**src/rtl/alu_pkg.sv**
```systemverilog
// Package shared by the multicycle ALU slice.
// Holds the 4-bit ALU operation codes, the FSM state encodings and a small
// decode helper used by the top-level controller.
package alu_pkg;

    localparam int ALU_CODE_W = 4;

    localparam logic [ALU_CODE_W-1:0] ALU_AND = 4'b0000;
    localparam logic [ALU_CODE_W-1:0] ALU_OR  = 4'b0001;
    localparam logic [ALU_CODE_W-1:0] ALU_ADD = 4'b0010;
    localparam logic [ALU_CODE_W-1:0] ALU_MUL = 4'b0011;
    localparam logic [ALU_CODE_W-1:0] ALU_SUB = 4'b0110;
    localparam logic [ALU_CODE_W-1:0] ALU_SLT = 4'b0111;

    localparam logic [1:0] ST_IDLE = 2'b00;
    localparam logic [1:0] ST_MUL  = 2'b01;
    localparam logic [1:0] ST_DONE = 2'b10;

    // True for the codes that complete in a single cycle.
    function automatic logic is_simple_op(input logic [ALU_CODE_W-1:0] code);
        logic hit;
        hit = 1'b0;
        case (code)
            ALU_AND, ALU_OR, ALU_ADD, ALU_SUB, ALU_SLT: hit = 1'b1;
            default:                                   hit = 1'b0;
        endcase
        return hit;
    endfunction

endpackage

```
**src/rtl/seq_multiplier.sv**
```systemverilog
// Signed iterative shift-add multiplier.
// Operands are converted to magnitudes on go, multiplied unsigned over WIDTH
// steps, and the sign is re-applied to the final product.
// Ports:
//   clk, rst_n   clock, synchronous active-low reset
//   go           load operands and begin (ignored while running)
//   opa, opb     signed operands, sampled on go
//   fin          high during the cycle whose edge performs the last step
//   product      signed 2*WIDTH product, valid while fin is high
module seq_multiplier
    import alu_pkg::*;
#(
    parameter int WIDTH = 32
) (
    input  logic               clk,
    input  logic               rst_n,
    input  logic               go,
    input  logic [WIDTH-1:0]   opa,
    input  logic [WIDTH-1:0]   opb,
    output logic               fin,
    output logic [2*WIDTH-1:0] product
);

    localparam int CNT_W = (WIDTH > 1) ? $clog2(WIDTH) : 1;

    logic             active;
    logic             sign;
    logic [CNT_W-1:0] cnt;
    logic [WIDTH-1:0] mcand;
    logic [WIDTH-1:0] hi;
    logic [WIDTH-1:0] mplr;

    logic [WIDTH-1:0]   abs_a;
    logic [WIDTH-1:0]   abs_b;
    logic [WIDTH:0]     sum;
    logic [WIDTH-1:0]   hi_nxt;
    logic [WIDTH-1:0]   mplr_nxt;
    logic [2*WIDTH-1:0] raw;

    // Magnitudes are WIDTH-bit unsigned, so the most-negative value maps to 2^(WIDTH-1).
    assign abs_a = opa[WIDTH-1] ? -opa : opa;
    assign abs_b = opb[WIDTH-1] ? -opb : opb;

    // One step: conditionally add the multiplicand into the upper half, keeping
    // the carry, then shift the whole {carry, hi, mplr} right by one.
    assign sum      = {1'b0, hi} + {1'b0, (mplr[0] ? mcand : '0)};
    assign hi_nxt   = sum[WIDTH:1];
    assign mplr_nxt = {sum[0], mplr[WIDTH-1:1]};
    assign raw      = {hi_nxt, mplr_nxt};

    // Product reflects the step in flight, so the top can register it on the final edge.
    assign product = sign ? -raw : raw;
    assign fin     = active && (cnt == '0);

    always_ff @(posedge clk) begin
        if (!rst_n) begin
            active <= 1'b0;
            sign   <= 1'b0;
            cnt    <= '0;
            mcand  <= '0;
            hi     <= '0;
            mplr   <= '0;
        end else if (!active) begin
            if (go) begin
                active <= 1'b1;
                sign   <= opa[WIDTH-1] ^ opb[WIDTH-1];
                cnt    <= CNT_W'(WIDTH - 1);
                mcand  <= abs_a;
                hi     <= '0;
                mplr   <= abs_b;
            end
        end else begin
            hi   <= hi_nxt;
            mplr <= mplr_nxt;
            cnt  <= cnt - CNT_W'(1);
            if (cnt == '0) begin
                active <= 1'b0;
            end
        end
    end

endmodule

```
**src/rtl/multicycle_alu.sv**
```systemverilog
// EX-stage execution unit with a start/busy/done handshake.
// AND/OR/ADD/SUB/SLT finish in one cycle; MUL runs on seq_multiplier for
// WIDTH steps. Unknown codes complete immediately with illegal set.
//
// state | meaning
// ------+-----------------------------------------------
// IDLE  | waiting for start, outputs hold last result
// MUL   | multiplier stepping, start ignored
// DONE  | done pulse, returns to IDLE unconditionally
//
// Ports:
//   clk, rst_n     clock, synchronous active-low reset
//   start          op request, sampled only in IDLE
//   AluS           4-bit op code
//   OpA, OpB       operands, used only on the accepting edge
//   busy           high whenever not IDLE
//   done           one-cycle completion pulse
//   Result         result (low product half for MUL)
//   HiOut          high product half, updated by MUL only
//   Zero           Result == 0, registered with Result
//   illegal        last accepted code was not recognised
module multicycle_alu
    import alu_pkg::*;
#(
    parameter int WIDTH = 32
) (
    input  logic                  clk,
    input  logic                  rst_n,
    input  logic                  start,
    input  logic [ALU_CODE_W-1:0] AluS,
    input  logic [WIDTH-1:0]      OpA,
    input  logic [WIDTH-1:0]      OpB,
    output logic                  busy,
    output logic                  done,
    output logic [WIDTH-1:0]      Result,
    output logic [WIDTH-1:0]      HiOut,
    output logic                  Zero,
    output logic                  illegal
);

    logic [1:0]         state;
    logic [WIDTH-1:0]   simple_res;
    logic               slt_bit;
    logic               accept;
    logic               mul_go;
    logic               mul_fin;
    logic [2*WIDTH-1:0] mul_prod;

    assign accept = (state == ST_IDLE) && start;
    assign mul_go = accept && (AluS == ALU_MUL);
    assign busy   = (state != ST_IDLE);
    assign done   = (state == ST_DONE);

    assign slt_bit = ($signed(OpA) < $signed(OpB));

    always_comb begin
        simple_res = '0;
        case (AluS)
            ALU_AND: simple_res = OpA & OpB;
            ALU_OR:  simple_res = OpA | OpB;
            ALU_ADD: simple_res = OpA + OpB;
            ALU_SUB: simple_res = OpA - OpB;
            ALU_SLT: simple_res = {{(WIDTH-1){1'b0}}, slt_bit};
            default: simple_res = '0;
        endcase
    end

    seq_multiplier #(.WIDTH(WIDTH)) u_mul (
        .clk     (clk),
        .rst_n   (rst_n),
        .go      (mul_go),
        .opa     (OpA),
        .opb     (OpB),
        .fin     (mul_fin),
        .product (mul_prod)
    );

    always_ff @(posedge clk) begin
        if (!rst_n) begin
            state   <= ST_IDLE;
            Result  <= '0;
            HiOut   <= '0;
            Zero    <= 1'b1;
            illegal <= 1'b0;
        end else begin
            case (state)
                ST_IDLE: begin
                    if (accept) begin
                        if (AluS == ALU_MUL) begin
                            state   <= ST_MUL;
                            illegal <= 1'b0;
                        end else if (is_simple_op(AluS)) begin
                            state   <= ST_DONE;
                            Result  <= simple_res;
                            Zero    <= (simple_res == '0);
                            illegal <= 1'b0;
                        end else begin
                            state   <= ST_DONE;
                            Result  <= '0;
                            Zero    <= 1'b1;
                            illegal <= 1'b1;
                        end
                    end
                end
                ST_MUL: begin
                    if (mul_fin) begin
                        state  <= ST_DONE;
                        HiOut  <= mul_prod[2*WIDTH-1:WIDTH];
                        Result <= mul_prod[WIDTH-1:0];
                        Zero   <= (mul_prod[WIDTH-1:0] == '0);
                    end
                end
                ST_DONE: state <= ST_IDLE;
                default: state <= ST_IDLE;
            endcase
        end
    end

endmodule

```
**config.mk**
```make
export PLATFORM = sky130hd
export DESIGN_NAME = multicycle_alu
export DESIGN_NICKNAME = d
export VERILOG_FILES = /design/src/rtl/alu_pkg.sv /design/src/rtl/seq_multiplier.sv /design/src/rtl/multicycle_alu.sv
export SDC_FILE = /design/constraint.sdc
export NUM_CORES = 1
export LEC_CHECK = 0
export ABC_AREA = 0
export CORE_MARGIN = 3
export CORE_UTILIZATION = 48
export DETAILED_ROUTE_END_ITERATION = 6
export DONT_BUFFER_PORTS = 1
export PLACE_DENSITY = 0.7
export SYNTH_ARGS = -nofsm -noshare
export SYNTH_HDL_FRONTEND = slang
export SYNTH_SLANG_ARGS = --single-unit
```
**constraint.sdc**
```tcl
create_clock -name clk -period 4.9 [get_ports clk]
set_input_delay 0.98 -clock clk [delete_from_list [all_inputs] [get_ports clk]]
set_output_delay 0.98 -clock clk [all_outputs]
set_load 0.02 [all_outputs]
```
## After elaboration in Yosys (flattened, before gate mapping)

Index checks and enable logic that the tools add are counted.
W data, S select, Z words.

- Register bits after elaboration: 171
- Input bits: 71
- Output and inout port bits: 68
- Logic and storage cells: 85

- $add $sub $neg: 7
- Order comparisons: 1
- Equal/unequal tests: 10
- Multiplexer cells: 35
- Bitwise logic cells: 4
- Reductions and logical operators: 17

Operator list:

| kind | number |
|---|---|
| $mux W32 | 11 |
| $pmux W32 S5 | 1 |
| $logic_not A32 Y1 | 2 |
| $mux W64 | 1 |
| $neg A32 Y32 | 2 |
| $neg A64 Y64 | 1 |
| $pmux W32 S2 | 1 |
| $add A32 B32 Y33 | 1 |
| $add A32 B32 Y32 | 1 |
| $and A32 B32 Y32 | 1 |
| $lt A32 B32 Y1 | 1 |
| $or A32 B32 Y32 | 1 |
| $sub A32 B32 Y32 | 1 |
| $mux W1 | 14 |
| $mux W5 | 2 |
| $eq A4 B2 Y1 const B | 2 |
| $eq A4 B3 Y1 const B | 2 |
| $reduce_and A2 Y1 | 4 |
| $mux W2 | 3 |
| $ne A2 B2 Y1 const B | 3 |
| $reduce_bool A2 Y1 | 3 |
| $logic_not A5 Y1 | 1 |
| $reduce_or A5 Y1 | 1 |
| $sub A5 B1 Y5 const B | 1 |
| other kinds (11) | 13 |

## Depth between registers and ports, before layout

- Word-level depth: 11
- Mapped depth: 16
- Mapped depth without buffers: 15

## Cells and area by module

A second synthesis with hierarchy kept.

- Cell total of the unflattened synthesis: 2,422
- Area total of the unflattened synthesis: 17,226.5 µm²

By module, submodules not included:

| module | instances | cells an instance | area each (µm²) | seq. area each (µm²) |
|---|---|---|---|---|
| seq_multiplier | 1 | 1,171 | 8,787.2 | 2,062.0 |
| multicycle_alu | 1 | 1,251 | 8,439.3 | 1,361.3 |

## Worst setup path before layout

No wires, ideal clock.

- Path kind: flip-flop to flip-flop
- From: reg u_mul.mplr[0]
- To: reg HiOut[31]
- Arrival time: 4.692 ns
- Data required time: 4.830 ns
- Slack: 0.137 ns
- Stages on the path, launching flop included: 17
- Period minus slack after synthesis: 4.763 ns
- Cells stage by stage: dfxtp_1 > clkbuf_1 > and2_1 > ha_1 > clkbuf_1 > a2111oi_0 > o21a_1 > nor3_1 > or3_1 > a2111o_1 > or4_4 > or4b_4 > or4b_4 > o31ai_2 > xnor2_1 > nand2_1 > a21oi_1

- Longest elaborated chain between the ends: 4

Ends and longest elaborated chain:

| item | RTL line | source |
|---|---|---|
| start, declared | seq_multiplier.sv:31 | `logic [WIDTH-1:0] mplr;` |
| start signal, assigned | seq_multiplier.sv:70 | `mplr <= abs_b;` |
| start signal, assigned | seq_multiplier.sv:74 | `mplr <= mplr_nxt;` |
| $mux W32 (*) | seq_multiplier.sv:46 | `assign sum = {1'b0, hi} + {1'b0, (mplr[0] ? mcand : '0)};` |
| $add A32 B32 Y33 (*) | seq_multiplier.sv:46 |  |
| $neg A64 Y64 | seq_multiplier.sv:52 | `assign product = sign ? -raw : raw;` |
| $mux W64 (*) | seq_multiplier.sv:52 |  |
| end signal, assigned | multicycle_alu.sv:108 | `HiOut <= mul_prod[2*WIDTH-1:WIDTH];` |
| end, declared | multicycle_alu.sv:36 | `output logic [WIDTH-1:0] HiOut,` |

Every way passes the cells marked *; elsewhere a longest branch is shown, timed or not.
A chain may end at the register's enable or synchronous reset.

## Worst setup path in the final report

- From: reg u_mul.mcand[0]
- To: reg HiOut[31]

- Longest elaborated chain between the ends: 4

Ends and longest elaborated chain:

| item | RTL line | source |
|---|---|---|
| start, declared | seq_multiplier.sv:29 | `logic [WIDTH-1:0] mcand;` |
| start signal, assigned | seq_multiplier.sv:68 | `mcand <= abs_a;` |
| $mux W32 (*) | seq_multiplier.sv:46 |  |
| $add A32 B32 Y33 (*) | seq_multiplier.sv:46 |  |
| $neg A64 Y64 | seq_multiplier.sv:52 |  |
| $mux W64 (*) | seq_multiplier.sv:52 |  |

Marked as above.

==> flow_summary_export.csv <==
group,metric,value,unit
run_status,status,"complete, no violations",
worst_setup_path,slowest_stage,"or4b_4",
worst_setup_path,critical_path_class,"flip-flop to flip-flop",
logic_synthesis,avgSynthCellArea,7.16,um^2
cells_and_area,fin_nets,2484,
sta,rsz0062_at_grt,"no",
worst_setup_path,reg2reg_to,"HiOut[31]",
die,die_y,191,um
sta,report.final.slew_viol_count,0,
sta,fmax,211,MHz
cells_and_area,nFillCells,3402,
clock_network,cts_sinks,171,
logic_synthesis,synth_top_area_share,20.8,%
sta,period_share,96.8,%
routing,first_pass_iters,5,
logic_synthesis,synth_cell_types,80,
sta,finalSetupViolCount,0,
global_route,grt_pass1_wl,95000,um
worst_setup_path,cpPeakStageDelay,0.57,ns
die,dieArea,36500,um^2
logic_synthesis,syn_inst,2295,
job,drv_cap,0,
sta,fin_crit,4.74,ns
clock_network,clkLatencyLatePin,0.44,ns
clock_network,cts_hold_buf,0,
power,powerDensity,215,nW/um^2
place,place_ws,-0.0198,ns
die,io_pins,139,
worst_setup_path,rrSetupSlack,0.16,ns
power,internal_power,2.53,mW
power,power_switching_share,34.2,%
worst_setup_path,crit_path_end_kind,"flip-flop",
global_route,overflow,0,
global_route,grt_pass1_vias,16200,
clock_network,cts_max_level,4,
min_path,hold_path_end,"u_mul.mcand[21]",
die,row_count,67,
routing,wl_per_cell,23.0,um
power,clkPwrFrac,34.0,%
logic_synthesis,yosysSeqAreaShare,20.8,%
place,dpl.hpwl,49700,um
worst_setup_path,cp-start-kind,"flip-flop",
sta,totalNegativeSetupSlack,0,ns
place,gp_congestion,1.00,
sta,clock_skew,0.0155,ns
clock_network,cts_tree,"built",
routing,vias_per_cell,6.39,
worst_setup_path,required,5.26,ns
routing,ant_nets,0,
place,io_buffers,0,
power,seqPwrFrac,38.0,%
worst_setup_path,ff2ff_path_depth,16,
cells_and_area,fin_area,17900,um^2
min_path,worstHoldStart,"u_mul.mcand[21]",
clock_network,clock_path_buffers,2,
cells_and_area,multi_input_comb_area,12100,um^2
sta,fin_hold_ws,0.495,ns
routing,routed_wl,62800,um
cells_and_area,n_antenna_cell,0,
routing,drc,0,
cells_and_area,drive_above_1_share,8.01,%
sta,slew_headroom,31.2,%
worst_setup_path,crit_arrival,5.10,ns
cells_and_area,seqCellArea,3430,um^2
global_route,grt_max_degree,99,
routing,drt_first_iter_violations,1847,
sta,postLayoutSetupSlackWorst,0.157,ns
die,core-area,33600,um^2
worst_setup_path,r2r-start,"u_mul.mcand[0]",
power,p_leak,7.19,nW
min_path,hold_depth,2,
cells_and_area,synthToLayoutAreaGrowth,8.88,%
global_route,track_usage,33.2,%
die,initial_core_util,48.9,%
logic_synthesis,syn_nets,2505,
sta,hold_viol,0,
die,die_x,191,um
logic_synthesis,synth_edf_count,0,
place,placed_area,17300,um^2
clock_network,cts_made_buffers,17,
global_route,antenna_found_initial,1,
clock_network,clk_pin_slew_worst_paths,0.07,ns
power,p_sw,1.32,mW
logic_synthesis,synth_async_sr_flop_share,0,%
logic_synthesis,yosys.cell_count.top_type,"nor2_1",
power,peakVddDrop,231,uV
logic_synthesis,synth-seq-cells,171,
logic_synthesis,yosys-top-cells-area,"dfxtp_1 (21%), ha_1 (10%), nor2_1 (6.9%), a21oi_1 (6.8%), xnor2_1 (6.3%)",
logic_synthesis,synth_warnings,0,
clock_network,root_buffer,"clkbuf_16",
sta,worst_pin_slew,1.03,ns
power,pwr-share-comb,28.0,%
logic_synthesis,syn_area,16400,um^2
routing,via_count,17500,
worst_setup_path,path_cells,"and2_1 > ha_1 > fa_2 > a21o_1 > a221oi_2 > buf_4 > xnor2_1 > nand2b_4 > a2111o_1 > or4_4 > or4b_4 > or4b_4 > o31ai_4 > xnor2_1 > nand2_1 > a21oi_1",
logic_synthesis,synth_top_cell_by_area,"dfxtp_1",
logic_synthesis,yosys-top-cells-count,"nor2_1 (301), a21oi_1 (224), nand2_1 (193)",
min_path,hp-class,"flip-flop to flip-flop",
cells_and_area,post-route-util,53.2,%
worst_setup_path,crit_path_max_fanout,5,
logic_synthesis,ys.flop_type,"dfxtp_1",
==> final cells by class <==
class | instances | area share [%]
Clock buffer | 19 | 2.48
Clock inverter | 12 | 0.636
Inverter | 119 | 2.51
Multi-Input combinational cell | 1860 | 67.6
Sequential cell | 171 | 19.2
Tap cell | 448 | 3.13
Timing Repair Buffer | 105 | 4.47
==> sequential cells by signal (all words and copies together) (netlist names) <==
signal / flops
HiOut: 32
Result: 32
u_mul.hi: 32
u_mul.mcand: 32
u_mul.mplr: 32
u_mul.cnt: 5
state: 2
Zero: 1
illegal: 1
u_mul.active: 1
u_mul.sign: 1
==> metal layers <==
metal | wire length (um) | global-route usage [%]
met2 | 28200 | 53.4
met1 | 27100 | 44.2
met5 | 13 | 0
met3 | 5460 | 7.08
met4 | 2060 | 11.0
==> power groups by stage <==
stage | combinational [mW] | sequential, mW | clock (mW)
final | 1.08 | 1.46 | 1.31
after CTS | 1.05 | 1.46 | 1.32
after floorplan | 0.723 | 1.48 | 0
after detailed placement | 1.04 | 1.49 | 0
after global routing | 1.16 | 1.47 | 1.38
after global placement | 1.04 | 1.49 | 0
==> metrics by stage <==
stage          std cells  power (mW)
5_1_grt             2734        4.00
3_3_place_gp        2702        2.53
2_1_floorplan       2295        2.20
4_1_cts             2733        3.83
6_report            2734        3.85
3_5_place_dp        2702        2.54
==> cell usage in the layout, fill, tap and decap left out, types with 16 or more instances in the layout <==
cell	n
nor4_1	19
o21ai_1	19
inv_1	116
mux2i_1	19
buf_4	104
and3_1	16
o31ai_1	49
or4_1	23
xnor2_1	118
clkbuf_16	17
dfxtp_1	169
o41ai_1	18
o21ai_0	106
nand2_1	193
nand2b_1	24
or3_1	27
nor2_1	300
nor3_1	35
nand4_1	28
a21o_1	33
xor2_1	51
a21oi_1	220
o211ai_1	23
ha_1	135
a211oi_1	117
and2_1	43
nand3_1	31
==> critical path, delay by kind of cell (launching register included) <==
family	cells	cell delay [ns]
AND/OR/NAND/NOR	6	1.99
AO/OA/AOI/OAI	5	1.31
adder cells (fa/ha/maj)	2	0.59
flip-flops	1	0.33
XOR/XNOR	2	0.22
buffers and inverters	1	0.21
==> worst max path at each step <==
stage / startpoint / to / slack, ns / cells past startpoint
6_report: u_mul.mcand[0] / HiOut[31] / 0.16 / 16
5_1_grt: u_mul.mcand[0] / HiOut[31] / 0.006 / 16
4_1_cts: u_mul.mcand[0] / HiOut[31] / 0.09 / 16
3_5_place_dp: OpA[1] / Zero / -0.02 / 15
3_3_place_gp: OpA[12] / Zero / -0.004 / 15
2_1_floorplan: u_mul.mplr[0] / HiOut[31] / 0.14 / 16
==> cells by family after synthesis <==
| family | count (synthesis) | synth area share (%) |
|---|---|---|
| buffers and inverters | 264 | 6.09 |
| XOR/XNOR | 169 | 9.01 |
| adder cells (fa/ha/maj) | 139 | 10.7 |
| multiplexers | 20 | 1.23 |
| AND/OR/NAND/NOR | 800 | 23.1 |
| AO/OA/AOI/OAI | 732 | 29.0 |
| flip-flops | 171 | 20.8 |
==> what timing repair did <==
item,4_1_cts,5_1_grt
resized for setup,0,9
buffers inserted,0,1
setup endpoints to repair,0,7
No activity file was read; power rests on OpenSTA's default activity.
